File: config.mk
export PLATFORM = sky130hd
export DESIGN_NAME = vga_pixel_formatter
export DESIGN_NICKNAME = d
export VERILOG_FILES = /design/src/rtl/vga_pixel_formatter.sv
export SDC_FILE = /design/constraint.sdc
export NUM_CORES = 1
export LEC_CHECK = 0
export CAP_MARGIN = 10
export CORE_MARGIN = 8
export CORE_UTILIZATION = 50
export CTS_CLUSTER_DIAMETER = 80
export CTS_CLUSTER_SIZE = 24
export DETAILED_ROUTE_END_ITERATION = 10
export PLACE_DENSITY_LB_ADDON = 0.08
export SKIP_CTS_REPAIR_TIMING = 1
export SLEW_MARGIN = 20
export SYNTH_ARGS = -nofsm -noshare
export SYNTH_HDL_FRONTEND = slang
export SYNTH_SLANG_ARGS = --single-unit
File: constraint.sdc
create_clock -name clk -period 2.8 [get_ports clk]
set_input_delay 0.84 -clock clk [delete_from_list [all_inputs] [get_ports clk]]
set_output_delay 0.84 -clock clk [all_outputs]
set_load 0.005 [all_outputs]
File: src/rtl/vga_pixel_formatter.sv
// VGA DAC output stage: per-channel quantisation, blanking, sync polarity
// and measurement of the incoming video timing with a lock flag.
module vga_pixel_formatter #(
    parameter int RW     = 5,
    parameter int GW     = 6,
    parameter int BW     = 5,
    parameter int MODE   = 0,
    parameter int HS_INV = 0,
    parameter int VS_INV = 0,
    parameter int CNT_W  = 12
) (
    input  logic             clk,
    input  logic             reset,
    input  logic             in_hsync,
    input  logic             in_vsync,
    input  logic             in_de,
    input  logic [7:0]       in_red,
    input  logic [7:0]       in_green,
    input  logic [7:0]       in_blue,
    output logic             out_hsync,
    output logic             out_vsync,
    output logic             out_de,
    output logic [RW-1:0]    out_red,
    output logic [GW-1:0]    out_green,
    output logic [BW-1:0]    out_blue,
    output logic [CNT_W-1:0] meas_htotal,
    output logic [CNT_W-1:0] meas_hact,
    output logic [CNT_W-1:0] meas_vtotal,
    output logic [CNT_W-1:0] meas_vact,
    output logic             meas_valid,
    output logic             locked
);

    typedef enum logic [1:0] {S_IDLE, S_ARMED, S_VALID} state_t;

    localparam logic [CNT_W-1:0] CMAX = '1;

    logic             s1_hsync, s1_vsync, s1_de;
    logic             s1_x0, s1_y0;
    logic [7:0]       s1_red, s1_green, s1_blue;
    logic [CNT_W-1:0] x_cnt, y_cnt, h_cnt, v_cnt;
    logic [CNT_W-1:0] h_sh_total, h_sh_act;
    logic [CNT_W-1:0] total_nxt, act_nxt, vt_nxt, va_nxt;
    logic             hs_rise, vs_rise, de_fall, sat;
    logic             upd, cmp;
    state_t           state, state_nxt;
    logic [1:0]       bayer;
    logic [7:0]       q_red, q_green, q_blue;

    // Stage-1 registers double as the previous-cycle samples for edges.
    assign hs_rise = in_hsync & ~s1_hsync;
    assign vs_rise = in_vsync & ~s1_vsync;
    assign de_fall = ~in_de & s1_de;

    always_ff @(posedge clk) begin
        if (reset) begin
            s1_hsync <= 1'b0;
            s1_vsync <= 1'b0;
            s1_de    <= 1'b0;
            s1_red   <= '0;
            s1_green <= '0;
            s1_blue  <= '0;
            s1_x0    <= 1'b0;
            s1_y0    <= 1'b0;
        end else begin
            s1_hsync <= in_hsync;
            s1_vsync <= in_vsync;
            s1_de    <= in_de;
            s1_red   <= in_red;
            s1_green <= in_green;
            s1_blue  <= in_blue;
            s1_x0    <= x_cnt[0];
            s1_y0    <= y_cnt[0];
        end
    end

    always_ff @(posedge clk) begin
        if (reset) begin
            x_cnt      <= '0;
            y_cnt      <= '0;
            h_cnt      <= '0;
            v_cnt      <= '0;
            h_sh_total <= '0;
            h_sh_act   <= '0;
        end else begin
            if (!in_de)
                x_cnt <= '0;
            else if (x_cnt != CMAX)
                x_cnt <= x_cnt + 1'b1;
            y_cnt      <= vs_rise ? '0 : va_nxt;
            v_cnt      <= vs_rise ? '0 : vt_nxt;
            h_sh_total <= total_nxt;
            h_sh_act   <= act_nxt;
            if (hs_rise)
                h_cnt <= '0;
            else if (h_cnt != CMAX)
                h_cnt <= h_cnt + 1'b1;
        end
    end

    // Next values include same-cycle edges so a closing frame sees them.
    assign total_nxt = !hs_rise ? h_sh_total :
                       (h_cnt == CMAX) ? CMAX : h_cnt + 1'b1;
    assign act_nxt   = de_fall ? x_cnt : h_sh_act;
    assign vt_nxt    = (hs_rise && v_cnt != CMAX) ? v_cnt + 1'b1 : v_cnt;
    assign va_nxt    = (de_fall && y_cnt != CMAX) ? y_cnt + 1'b1 : y_cnt;

    assign sat = ((h_cnt == CMAX) && !hs_rise) ||
                 ((v_cnt == CMAX) && hs_rise);

    always_ff @(posedge clk) begin
        if (reset)
            state <= S_IDLE;
        else
            state <= state_nxt;
    end

    always_comb begin
        state_nxt = state;
        if (sat) begin
            state_nxt = S_IDLE;
        end else if (vs_rise) begin
            unique case (state)
                S_IDLE:           state_nxt = S_ARMED;
                S_ARMED, S_VALID: state_nxt = S_VALID;
                default:          state_nxt = S_IDLE;
            endcase
        end
    end

    always_comb begin
        upd = 1'b0;
        cmp = 1'b0;
        if (vs_rise && !sat) begin
            upd = (state != S_IDLE);
            cmp = (state == S_VALID);
        end
    end

    always_ff @(posedge clk) begin
        if (reset) begin
            meas_htotal <= '0;
            meas_hact   <= '0;
            meas_vtotal <= '0;
            meas_vact   <= '0;
            meas_valid  <= 1'b0;
            locked      <= 1'b0;
        end else if (sat) begin
            meas_valid <= 1'b0;
            locked     <= 1'b0;
        end else if (upd) begin
            meas_htotal <= total_nxt;
            meas_hact   <= act_nxt;
            meas_vtotal <= vt_nxt;
            meas_vact   <= va_nxt;
            meas_valid  <= 1'b1;
            locked      <= cmp &&
                ({total_nxt, act_nxt, vt_nxt, va_nxt} ==
                 {meas_htotal, meas_hact, meas_vtotal, meas_vact});
        end
    end

    // Result is left-aligned; the caller keeps the top w bits.
    function automatic logic [7:0] quant(input logic [7:0] v,
                                         input int w,
                                         input logic [1:0] b);
        logic [8:0] sum;
        sum = {1'b0, v};
        if (w < 8) begin
            if (MODE == 1)
                sum = sum + (9'd1 << (7 - w));
            else if (MODE == 2)
                sum = sum + ((9'(b) << (8 - w)) >> 2);
        end
        return sum[8] ? 8'hFF : sum[7:0];
    endfunction

    // 2x2 Bayer: row y=0 -> {0,2}, row y=1 -> {3,1}.
    assign bayer   = {s1_x0 ^ s1_y0, s1_y0};
    assign q_red   = quant(s1_red, RW, bayer);
    assign q_green = quant(s1_green, GW, bayer);
    assign q_blue  = quant(s1_blue, BW, bayer);

    always_ff @(posedge clk) begin
        if (reset) begin
            out_hsync <= 1'(HS_INV);
            out_vsync <= 1'(VS_INV);
            out_de    <= 1'b0;
            out_red   <= '0;
            out_green <= '0;
            out_blue  <= '0;
        end else begin
            out_hsync <= s1_hsync ^ 1'(HS_INV);
            out_vsync <= s1_vsync ^ 1'(VS_INV);
            out_de    <= s1_de;
            out_red   <= s1_de ? RW'(q_red >> (8 - RW)) : '0;
            out_green <= s1_de ? GW'(q_green >> (8 - GW)) : '0;
            out_blue  <= s1_de ? BW'(q_blue >> (8 - BW)) : '0;
        end
    end

endmodule

==> reports/results.md, run 1 <==
• status: complete, no violations
• number of cells produced by synthesis: 847
• Avg Synthesized Cell Area: 8.62 um2
• maximum number of pins on one net before global-route repair: 41
• kind of end point of the critical path: flip-flop
• Setup WS pre-CTS: -0.660 ns
• Final Hold Slack: 0.424 ns
• count of final setup violators: 0
• ANT cells: 0
• Lkg Pwr: 3.71 nW
• startpoint of the worst register-to-register path: h_cnt[1]
• power density relative to cell area: 565 nW/um2
• Root Driver: sky130_fd_sc_hd__clkbuf_16
• fill cell count: 1205
• nets in the synthesized netlist: 883
• DRC violations left: 0
• EDFF count, synth: 0
• Synth Cell Area: 7300 um2
• number of storage elements in the synthesis netlist: 162
• leftover overflow at the end of global routing: 0
• Die Outline Area: 18700 um2
• Worst-Margin Slew: 0.564 ns
• main area contributors after synthesis: sky130_fd_sc_hd__dfxtp_1 (44%), sky130_fd_sc_hd__nor2_1 (7.4%), sky130_fd_sc_hd__a211oi_1 (3.7%)
• routed via count: 6789
• sequential-to-total area share from yosys stat: 44.4%
• Max Clock Freq: 0.390 GHz
• Max Fanout on Critical Path: 4
• setup repair after global routing missed its margin: no
• TritonCTS clock tree: done
• latest clock arrival within the worst-skew pair: 0.43 ns
• min-delay worst type: flip-flop to flip-flop
• Hold Crit Depth: 1
• max-cap viol count: 0
• starting utilization of the core area: 50.6%
• required time of the critical path: 3.15 ns
• Detailed Place HPWL: 16600 um
• First DRT Iteration DRCs: 552
• final hold violation count: 0
• Clock Sink Count: 162
• critical path class: input port to flip-flop
• area of the multi-input gates: 3880 um2
• TritonRoute pass-1 iters: 6
• post-route core utilization: 67.8%
• R2R depth: 9
• leading register cell type out of synthesis: sky130_fd_sc_hd__dfxtp_1
• Global Route Usage Sum: 24.5%
• share of layout cells above drive strength 1: 16.4%
• CTS Buf Count: 17
• maximum buffer depth of the clock tree: 2
• number of cell rows: 44
• vias in the first global route: 6665
• worst path setup slack after routing: 0.238 ns
• number of warning messages in the yosys log: 0
• Chip Width: 137 um
• sum of routed wire length over all layers: 22700 um
• io pins: 98
• final max-slew violation count: 0
• Die H: 137 um
• top cell type's share of synthesized area: 44.4%
• drt via density: 5.62
• number of levels the H-tree was split into: 4
• clock transition at the registers of the reported paths: 0.06 ns
• Layout area overhead: 34.1%
• Yosys top cell by area: sky130_fd_sc_hd__dfxtp_1
• count of antenna-violating nets left after detailed routing: 0
• Std-Cell Core Area: 14400 um2
• fraction of synthesis flops using an asynchronous set or reset pin: 0%
• number of distinct library cell variants in the gate-level netlist after synthesis: 67
• per-cell routed wire length: 18.8 um
• type of origin of the critical path: input port
• Setup Total Neg Slack: 0 ns
• worst setup skew after layout: 0.00927 ns
• Hold Crit Start: q_blue[6]
• Min-Delay Endpoint: out_blue[3]
• reg-to-reg slack, setup: 0.25 ns
• footprint of the flip-flops and latches: 3240 um2
• relative slew slack: 61.9%
• GP Congestion: 0.985
• fin crit period: 2.56 ns
• initial antenna violation count: 0
• Critical Path AT: 2.92 ns
• capture instance of the worst register-to-register path: locked
• final worst path period share: 91.5%
• wire length of the first global-routing pass: 35700 um
• input/output buffers: 89
• worst IR drop on VDD: 0.440 mV
• number of nets at the end of the flow: 1048
==> layout make-up <==
| type | count | area share, % |
|---|---|---|
| well taps | 184 | 2.35 |
| clock buffers | 18 | 4.49 |
| inverters | 23 | 0.882 |
| repair buffers | 190 | 17.3 |
| multi-input cells | 618 | 39.7 |
| clock inverters | 14 | 2.17 |
| flip-flops and latches | 162 | 33.1 |
==> stage by stage <==
step / instance area [um2] / cells / power, mW
after floorplan: 7300 / 847 / 2.72
after global placement: 9000 / 1174 / 2.98
after detailed placement: 9000 / 1174 / 2.99
after CTS: 9650 / 1206 / 5.54
after global routing: 9780 / 1209 / 5.69
final: 9780 / 1209 / 5.53
==> worst max path at each step <==
stage              from  endpoint  slack [ns]  cells after the start
2_1_floorplan     in_de    locked        0.08                      8
3_3_place_gp      in_de    locked       -0.68                      9
3_5_place_dp      in_de    locked       -0.66                      9
4_1_cts           in_de    locked       -0.28                      9
5_1_grt        h_cnt[1]    locked        0.06                      9
6_report          in_de    locked        0.24                     11
==> Yosys cell counts, types with 3 or more instances <==
| library cell | number |
|---|---|
| sky130_fd_sc_hd__xnor2_1 | 28 |
| sky130_fd_sc_hd__nor3b_1 | 4 |
| sky130_fd_sc_hd__xor2_1 | 25 |
| sky130_fd_sc_hd__or3_1 | 3 |
| sky130_fd_sc_hd__a21oi_1 | 49 |
| sky130_fd_sc_hd__and4_1 | 8 |
| sky130_fd_sc_hd__nand2b_1 | 12 |
| sky130_fd_sc_hd__nand4_1 | 18 |
| sky130_fd_sc_hd__nand2_1 | 46 |
| sky130_fd_sc_hd__inv_1 | 23 |
| sky130_fd_sc_hd__buf_1 | 4 |
| sky130_fd_sc_hd__nand3_1 | 29 |
| sky130_fd_sc_hd__and2_1 | 23 |
| sky130_fd_sc_hd__clkbuf_1 | 29 |
| sky130_fd_sc_hd__a221oi_1 | 4 |
| sky130_fd_sc_hd__nor4_1 | 5 |
| sky130_fd_sc_hd__mux2i_1 | 23 |
| sky130_fd_sc_hd__a211oi_1 | 36 |
| sky130_fd_sc_hd__nor2_1 | 144 |
| sky130_fd_sc_hd__o2111ai_1 | 5 |
| sky130_fd_sc_hd__ha_1 | 7 |
| sky130_fd_sc_hd__a31oi_1 | 13 |
| sky130_fd_sc_hd__buf_2 | 7 |
| sky130_fd_sc_hd__o21ai_0 | 21 |
| sky130_fd_sc_hd__dfxtp_1 | 162 |
| sky130_fd_sc_hd__nor3_1 | 10 |
| sky130_fd_sc_hd__and3_1 | 12 |
| sky130_fd_sc_hd__nor2b_1 | 36 |
| sky130_fd_sc_hd__a31o_2 | 4 |
| sky130_fd_sc_hd__nand4b_1 | 6 |
==> registers in the layout, summed over array words and instances, names as in the netlist, 2 cells and up <==
name,cells
meas_vtotal,12
h_sh_total,12
out_blue,5
x_cnt,12
meas_hact,12
h_cnt,12
meas_vact,12
q_blue,5
h_sh_act,12
state,2
out_red,5
q_red,5
meas_htotal,12
y_cnt,12
q_green,6
v_cnt,12
out_green,6
==> cells in the final DEF, fill, tap and decap left out, types with 23 or more instances in the layout <==
cell type / netlist / layout
sky130_fd_sc_hd__a211oi_1: 36 / 36
sky130_fd_sc_hd__a21oi_1: 49 / 49
sky130_fd_sc_hd__buf_4: 2 / 99
sky130_fd_sc_hd__clkdlybuf4s50_1: 0 / 86
sky130_fd_sc_hd__dfxtp_1: 162 / 162
sky130_fd_sc_hd__inv_1: 23 / 23
sky130_fd_sc_hd__nand2_1: 46 / 46
sky130_fd_sc_hd__nand3_1: 29 / 29
sky130_fd_sc_hd__nor2_1: 144 / 143
sky130_fd_sc_hd__nor2b_1: 36 / 36
sky130_fd_sc_hd__xnor2_1: 28 / 28
sky130_fd_sc_hd__xor2_1: 25 / 23
==> routing by layer <==
layer	vias to the layer above	global-route usage, %	wire [um]
met3	26	5.80	1510
met4	0	7.06	309
met2	214	40.0	10700
met1	3242	31.5	10200
li1	3307	-	-
met5	-	0	0
==> where the power goes <==
| part | leakage, nW | switching [mW] | internal (mW) |
|---|---|---|---|
| Sequential | 1.32 | 0.0589 | 2.37 |
| Combinational | 2.08 | 0.263 | 0.267 |
| Clock | 0.319 | 1.02 | 1.55 |
==> critical path: stages <==
cell and delay (ns):
sky130_fd_sc_hd__dlymetal6s2s_1 0.17, sky130_fd_sc_hd__nand4b_1 0.24, sky130_fd_sc_hd__buf_4 0.18, sky130_fd_sc_hd__nor3_1 0.22, sky130_fd_sc_hd__mux2i_1 0.27, sky130_fd_sc_hd__buf_4 0.17
sky130_fd_sc_hd__xor2_2 0.17, sky130_fd_sc_hd__nand4_1 0.13, sky130_fd_sc_hd__nor4_2 0.26, sky130_fd_sc_hd__nand4_1 0.11, sky130_fd_sc_hd__o21ai_1 0.15
==> cells by family (layout without fill, tap and decap cells) <==
| kind of cell | count (synthesis) | after routing | synth area share [%] |
|---|---|---|---|
| buf+inv | 67 | 245 | 3.79 |
| simple gates | 376 | 376 | 26.5 |
| compound gates | 157 | 157 | 14.1 |
| xor+xnor | 54 | 54 | 6.67 |
| flops | 162 | 162 | 44.4 |
| fa+ha+maj | 7 | 7 | 1.20 |
| mux | 24 | 24 | 3.31 |
No activity file was read; power rests on OpenSTA's default activity.
==> run 2, diff against run 1 <==
--- a/config.mk
+++ b/config.mk
@@ -6,6 +6,7 @@
 export NUM_CORES = 1
 export LEC_CHECK = 0
 export CAP_MARGIN = 10
+export CORE_ASPECT_RATIO = 0.5
 export CORE_MARGIN = 8
 export CORE_UTILIZATION = 50
 export CTS_CLUSTER_DIAMETER = 80
==> constraint.sdc (replaced) <==
create_clock -name clk -period 2.1 [get_ports clk]
set_input_delay 0.63 -clock clk [delete_from_list [all_inputs] [get_ports clk]]
set_output_delay 0.63 -clock clk [all_outputs]
set_load 0.005 [all_outputs]
==> reports/results.md, run 2 (synthesis gave the netlist of run 1 again) <==
• final max-slew violation count: 0, unchanged
• maximum number of pins on one net before global-route repair: 49, +20%
• sum of routed wire length over all layers: 25900 um, +14%
• Final Hold Slack: 0.425 ns, +0.000868 ns
• io pins: 98, unchanged
• standard cell with the maximum stage delay on the critical path: sky130_fd_sc_hd__or4_4
• routed via count: 7549, +11%
• Worst-Margin Slew: 0.786 ns, +0.222 ns
• Std-Cell Core Area: 14400 um2, -0.50%
• Max Clock Freq: 0.402 GHz
• Global Route Usage Sum: 24.0%, -0.44 points
• Layout area overhead: 55.2%
• Root Driver: sky130_fd_sc_hd__clkbuf_16
• power density relative to cell area: 643 nW/um2, +14%
• vias in the first global route: 6844, +2.7%
• count of final setup violators: 51, +51
• Max Fanout on Critical Path: 7, +3
• number of levels the H-tree was split into: 4, unchanged
• post-route core utilization: 78.9%, +11 points
• TritonCTS clock tree: done
• largest delay contributor family on the critical path: simple AND/OR/NAND/NOR gates
• top library cells by usage in the layout, fill and taps aside: sky130_fd_sc_hd__buf_4 (175), sky130_fd_sc_hd__dfxtp_1 (143), sky130_fd_sc_hd__nor2_1 (105)
• relative slew slack: 46.9%, -15 points
• drt via density: 5.72, +1.8%
• critical path class: flip-flop to flip-flop
• setup repair after global routing missed its margin: yes
• final worst path period share: 118%
• number of nets at the end of the flow: 1145, +9.3%
• per-cell routed wire length: 19.6 um, +4.5%
• First DRT Iteration DRCs: 769, +39%
• share of layout cells above drive strength 1: 34.4%, +18 points
• worst path setup slack after routing: -0.387 ns, -0.625 ns
• input/output buffers: 89, unchanged
• wire length of the first global-routing pass: 36700 um, +2.7%
• Detailed Place HPWL: 17100 um, +3.2%
• TritonRoute pass-1 iters: 5, -1
• slowest cell delay on critical path: 0.43 ns, +0.16 ns
• cell count after placement: 1264, +7.7%
• GP Congestion: 1.01, +2.4%
• Clock Sink Count: 162, unchanged
• max-cap viol count: 0, unchanged
• status: complete, but fails checks
• footprint of the flip-flops and latches: 3270 um2, +0.89%
• WP buf/inv: 1, -2
• Die H: 101 um, -26%
• latest clock arrival within the worst-skew pair: 0.43 ns, about the same
• ANT cells: 0, unchanged
• failing checks: setup timing
• Setup Total Neg Slack: -4.10 ns, -4.10 ns
• maximum buffer depth of the clock tree: 2, unchanged
• CTS Buf Count: 17, unchanged
• leftover overflow at the end of global routing: 0, unchanged
• Chip Width: 187 um, +37%
• final hold violation count: 0, unchanged
• initial antenna violation count: 1, +1
• worst setup skew after layout: 0.0103 ns, +0.00105 ns
• overall power after layout: 7.28 mW, +32%
• count of antenna-violating nets left after detailed routing: 0, unchanged
• number of cell rows: 31, -30%
• required time of the critical path: 2.45 ns, -0.70 ns
• series of cell instances along the critical path: buf_4, nand4b_1, nor4_2, mux2i_1, xnor2_1, or4_4, nor4_4, nand4_1, o21ai_1
• Die Outline Area: 19000 um2, +1.3%
• DRC violations left: 0, unchanged
• type of origin of the critical path: flip-flop
• area of the multi-input gates: 4500 um2, +16%
• fill cell count: 948, -21%
• starting utilization of the core area: 50.9%, +0.26 points
• worst IR drop on VDD: 0.643 mV, +46%
• most frequent standard cell in the layout excluding fill and tap cells: sky130_fd_sc_hd__buf_4
• Lkg Pwr: 4.45 nW, +20%
• kind of end point of the critical path: flip-flop
• clock transition at the registers of the reported paths: 0.07 ns, about the same
• Critical Path AT: 2.84 ns, -0.08 ns
• number of standard cells in the layout, taps in and fillers out: 1320, +9.2%
• min-delay worst type: flip-flop to flip-flop
• fin crit period: 2.49 ns
-- run 2: cell types whose count changed in the layout (fill, tap and decap cells not counted), moves of 8 or more --
cell                       previous run  this run
sky130_fd_sc_hd__a21oi_1             49        31
sky130_fd_sc_hd__nand2_1             46        36
sky130_fd_sc_hd__a21oi_2              0        18
sky130_fd_sc_hd__a211oi_2             0        26
sky130_fd_sc_hd__buf_4               99       175
sky130_fd_sc_hd__dfxtp_1            162       143
sky130_fd_sc_hd__dfxtp_2              0        17
sky130_fd_sc_hd__a211oi_1            36        10
sky130_fd_sc_hd__nor2_4               0        34
sky130_fd_sc_hd__nand2_4              0         8
sky130_fd_sc_hd__nor2_1             143       105
-- run 2: stage by stage --
stage | cell area [um2] | setup WS [ns]
5_1_grt | 11300 | -0.438
4_1_cts | 10200 | -0.565
6_report | 11300 | -0.387
3_5_place_dp | 9650 | -0.987
3_3_place_gp | 9650 | -0.966
2_1_floorplan | 7350 | -0.179
-- run 2: final cells by class --
cell class / count / share of cell area, %
inverters: 23 / 0.762
well taps: 198 / 2.19
repair buffers: 287 / 23.3
flip-flops and latches: 162 / 28.9
clock inverters: 14 / 1.24
clock buffers: 18 / 3.88
multi-input cells: 618 / 39.7
-- run 2: final timing paths --
path	cells past startpoint	from	slack, ns	end
setup reg to reg	9	s1_de	-0.39	locked
hold reg to reg	1	q_blue[7]	0.43	out_blue[4]
hold / removal	1	q_blue[7]	0.43	out_blue[4]
setup / recovery	9	s1_de	-0.39	locked
-- run 2: power breakdown --
| part | switching, mW | internal, mW |
|---|---|---|
| clock | 1.45 | 1.61 |
| sequential | 0.0833 | 3.16 |
| combinational | 0.475 | 0.492 |
-- run 2: layer usage --
| metal | vias up | global-route usage, % | part of all wire (%) |
|---|---|---|---|
| met1 | 3653 | 31.9 | 44 |
| met5 | - | 0 | 0.050 |
| met2 | 329 | 39.3 | 45 |
| met4 | 2 | 5.46 | 2.4 |
| li1 | 3498 | - | - |
| met3 | 67 | 5.77 | 8.7 |
==> run 3, diff against run 2 <==
--- a/config.mk
+++ b/config.mk
@@ -8,7 +8,7 @@
 export CAP_MARGIN = 10
 export CORE_ASPECT_RATIO = 0.5
 export CORE_MARGIN = 8
-export CORE_UTILIZATION = 50
+export CORE_UTILIZATION = 55
 export CTS_CLUSTER_DIAMETER = 80
 export CTS_CLUSTER_SIZE = 24
 export DETAILED_ROUTE_END_ITERATION = 10
==> constraint.sdc (replaced) <==
create_clock -name clk -period 2.6 [get_ports clk]
set_input_delay 0.78 -clock clk [delete_from_list [all_inputs] [get_ports clk]]
set_output_delay 0.78 -clock clk [all_outputs]
set_load 0.02 [all_outputs]
==> reports/results.md, run 3 (synthesis gave the netlist of run 1 again) <==
• worst IR drop on VDD: 0.390 mV, -39%
• post-route core utilization: 76.1%, -2.8 points
• ANT cells: 0, unchanged
• number of levels the H-tree was split into: 4, unchanged
• standard cell with the maximum stage delay on the critical path: sky130_fd_sc_hd__mux2i_1
• Die Outline Area: 17400 um2, -8.0%
• leftover overflow at the end of global routing: 0, unchanged
• number of nets at the end of the flow: 1055, -7.9%
• final max-slew violation count: 0, unchanged
• worst setup skew after layout: 0.0119 ns, +0.00162 ns
• starting utilization of the core area: 57.0%, +6.1 points
• cell area after placement: 9050 um2, -6.1%
• Die H: 97.5 um, -3.9%
• fill cell count: 937, -1.2%
• Clock Sink Count: 162, unchanged
• critical path class: flip-flop to flip-flop
• cell count after placement: 1167, -7.7%
• TritonRoute pass-1 iters: 5, unchanged
• Layout area overhead: 33.6%
• TritonCTS clock tree: done
• WP buf/inv: 1, unchanged
• relative slew slack: 42.2%, -4.7 points
• Critical Path AT: 2.86 ns, +0.02 ns
• First DRT Iteration DRCs: 595, -23%
• most frequent standard cell in the layout excluding fill and tap cells: sky130_fd_sc_hd__dfxtp_1
• overall power after layout: 5.65 mW, -22%
• slowest cell delay on critical path: 0.38 ns, -0.05 ns
• fin crit period: 2.50 ns, +0.0161 ns
• Std-Cell Core Area: 12800 um2, -11%
• CTS Buf Count: 17, unchanged
• initial antenna violation count: 0, -1
• max-cap viol count: 0, unchanged
• setup repair after global routing missed its margin: yes
• wire length of the first global-routing pass: 34500 um, -6.0%
• latest clock arrival within the worst-skew pair: 0.43 ns, about the same
• Detailed Place HPWL: 16200 um, -5.6%
• GP Congestion: 0.939, -6.9%
• maximum number of pins on one net before global-route repair: 40, -18%
• count of final setup violators: 0, -100%
• drt via density: 5.80, +1.4%
• Layout Cell Area excl Fill: 9750 um2, -14%
• kind of end point of the critical path: flip-flop
• Max Fanout on Critical Path: 5, -2
• top library cells by usage in the layout, fill and taps aside: sky130_fd_sc_hd__dfxtp_1 (160), sky130_fd_sc_hd__nor2_1 (142), sky130_fd_sc_hd__buf_4 (104)
• Chip Width: 179 um, -4.3%
• power density relative to cell area: 579 nW/um2, -9.8%
• io pins: 98, unchanged
• series of cell instances along the critical path: ha_1, and4_4, nand3_2, buf_4, nand2_1, mux2i_1, o2111ai_1, nor4b_2, nand4_1, o21ai_1
• Global Route Usage Sum: 24.7%, +0.70 points
• DRC violations left: 0, unchanged
• routed via count: 6968, -7.7%
• Setup WS pre-CTS: -0.815 ns, +0.172 ns
• required time of the critical path: 2.96 ns, +0.51 ns
• status: complete, no violations
• Worst-Margin Slew: 0.856 ns, +0.0696 ns
• share of layout cells above drive strength 1: 17.8%, -17 points
• clock transition at the registers of the reported paths: 0.07 ns, about the same
• Final Hold Slack: 0.422 ns, -0.00330 ns
• sum of routed wire length over all layers: 22100 um, -15%
• Lkg Pwr: 3.67 nW, -17%
• Root Driver: sky130_fd_sc_hd__clkbuf_16
• min-delay worst type: flip-flop to flip-flop
• input/output buffers: 89, unchanged
• largest delay contributor family on the critical path: simple AND/OR/NAND/NOR gates
• number of standard cells in the layout, taps in and fillers out: 1202, -8.9%
• final hold violation count: 0, unchanged
• worst path setup slack after routing: 0.0974 ns, +0.484 ns
• type of origin of the critical path: flip-flop
• per-cell routed wire length: 18.4 um, -6.5%
• count of antenna-violating nets left after detailed routing: 0, unchanged
• number of cell rows: 29, -6.5%
• Setup Total Neg Slack: 0 ns, +4.10 ns
• Max Clock Freq: 0.400 GHz, -0.64%
• vias in the first global route: 6604, -3.5%
• maximum buffer depth of the clock tree: 2, unchanged
• final worst path period share: 96.3%, -22 points
-- run 3: cell count changes in the layout (fill, tap and decap cells not counted), moves of 7 or more --
cell                        change
sky130_fd_sc_hd__nand2_1       +10
sky130_fd_sc_hd__dfxtp_1       +17
sky130_fd_sc_hd__a21oi_1       +18
sky130_fd_sc_hd__nor2_4        -34
sky130_fd_sc_hd__dfxtp_2       -15
sky130_fd_sc_hd__clkbuf_16      -7
sky130_fd_sc_hd__a21oi_2       -18
sky130_fd_sc_hd__nand2_4        -8
sky130_fd_sc_hd__a211oi_1      +25
sky130_fd_sc_hd__buf_4         -71
sky130_fd_sc_hd__nor2_1        +37
sky130_fd_sc_hd__a211oi_2      -25
-- run 3: worst paths after layout --
kind              cells after the start  startpoint  slack, ns           to
hold / removal                        1   q_blue[4]       0.42  out_blue[1]
setup reg to reg                     10    v_cnt[0]        0.1       locked
hold reg to reg                       1   q_blue[4]       0.42  out_blue[1]
setup / recovery                     10    v_cnt[0]        0.1       locked
-- run 3: final cells by class --
cell class | instances | area, um2 | share of cell area [%]
multi-input combinational | 618 | 3880 | 39.8
sequential | 162 | 3250 | 33.3
timing repair buffer | 197 | 1750 | 17.9
clock buffer | 18 | 429 | 4.40
tap | 170 | 213 | 2.18
clock inverter | 14 | 145 | 1.49
inverter | 23 | 86.3 | 0.885
-- run 3: routing by layer --
metal	track usage (%)	vias up	routed length, um
li1	-	3309	-
met1	33.4	3312	9850
met2	39.1	324	9850
met3	6.01	21	2150
met4	5.62	2	202
met5	0	-	15
-- run 3: power by group --
group | switching (mW) | internal (mW)
registers | 0.0605 | 2.55
clock network | 1.16 | 1.28
logic | 0.323 | 0.279
total | 1.54 | 4.11
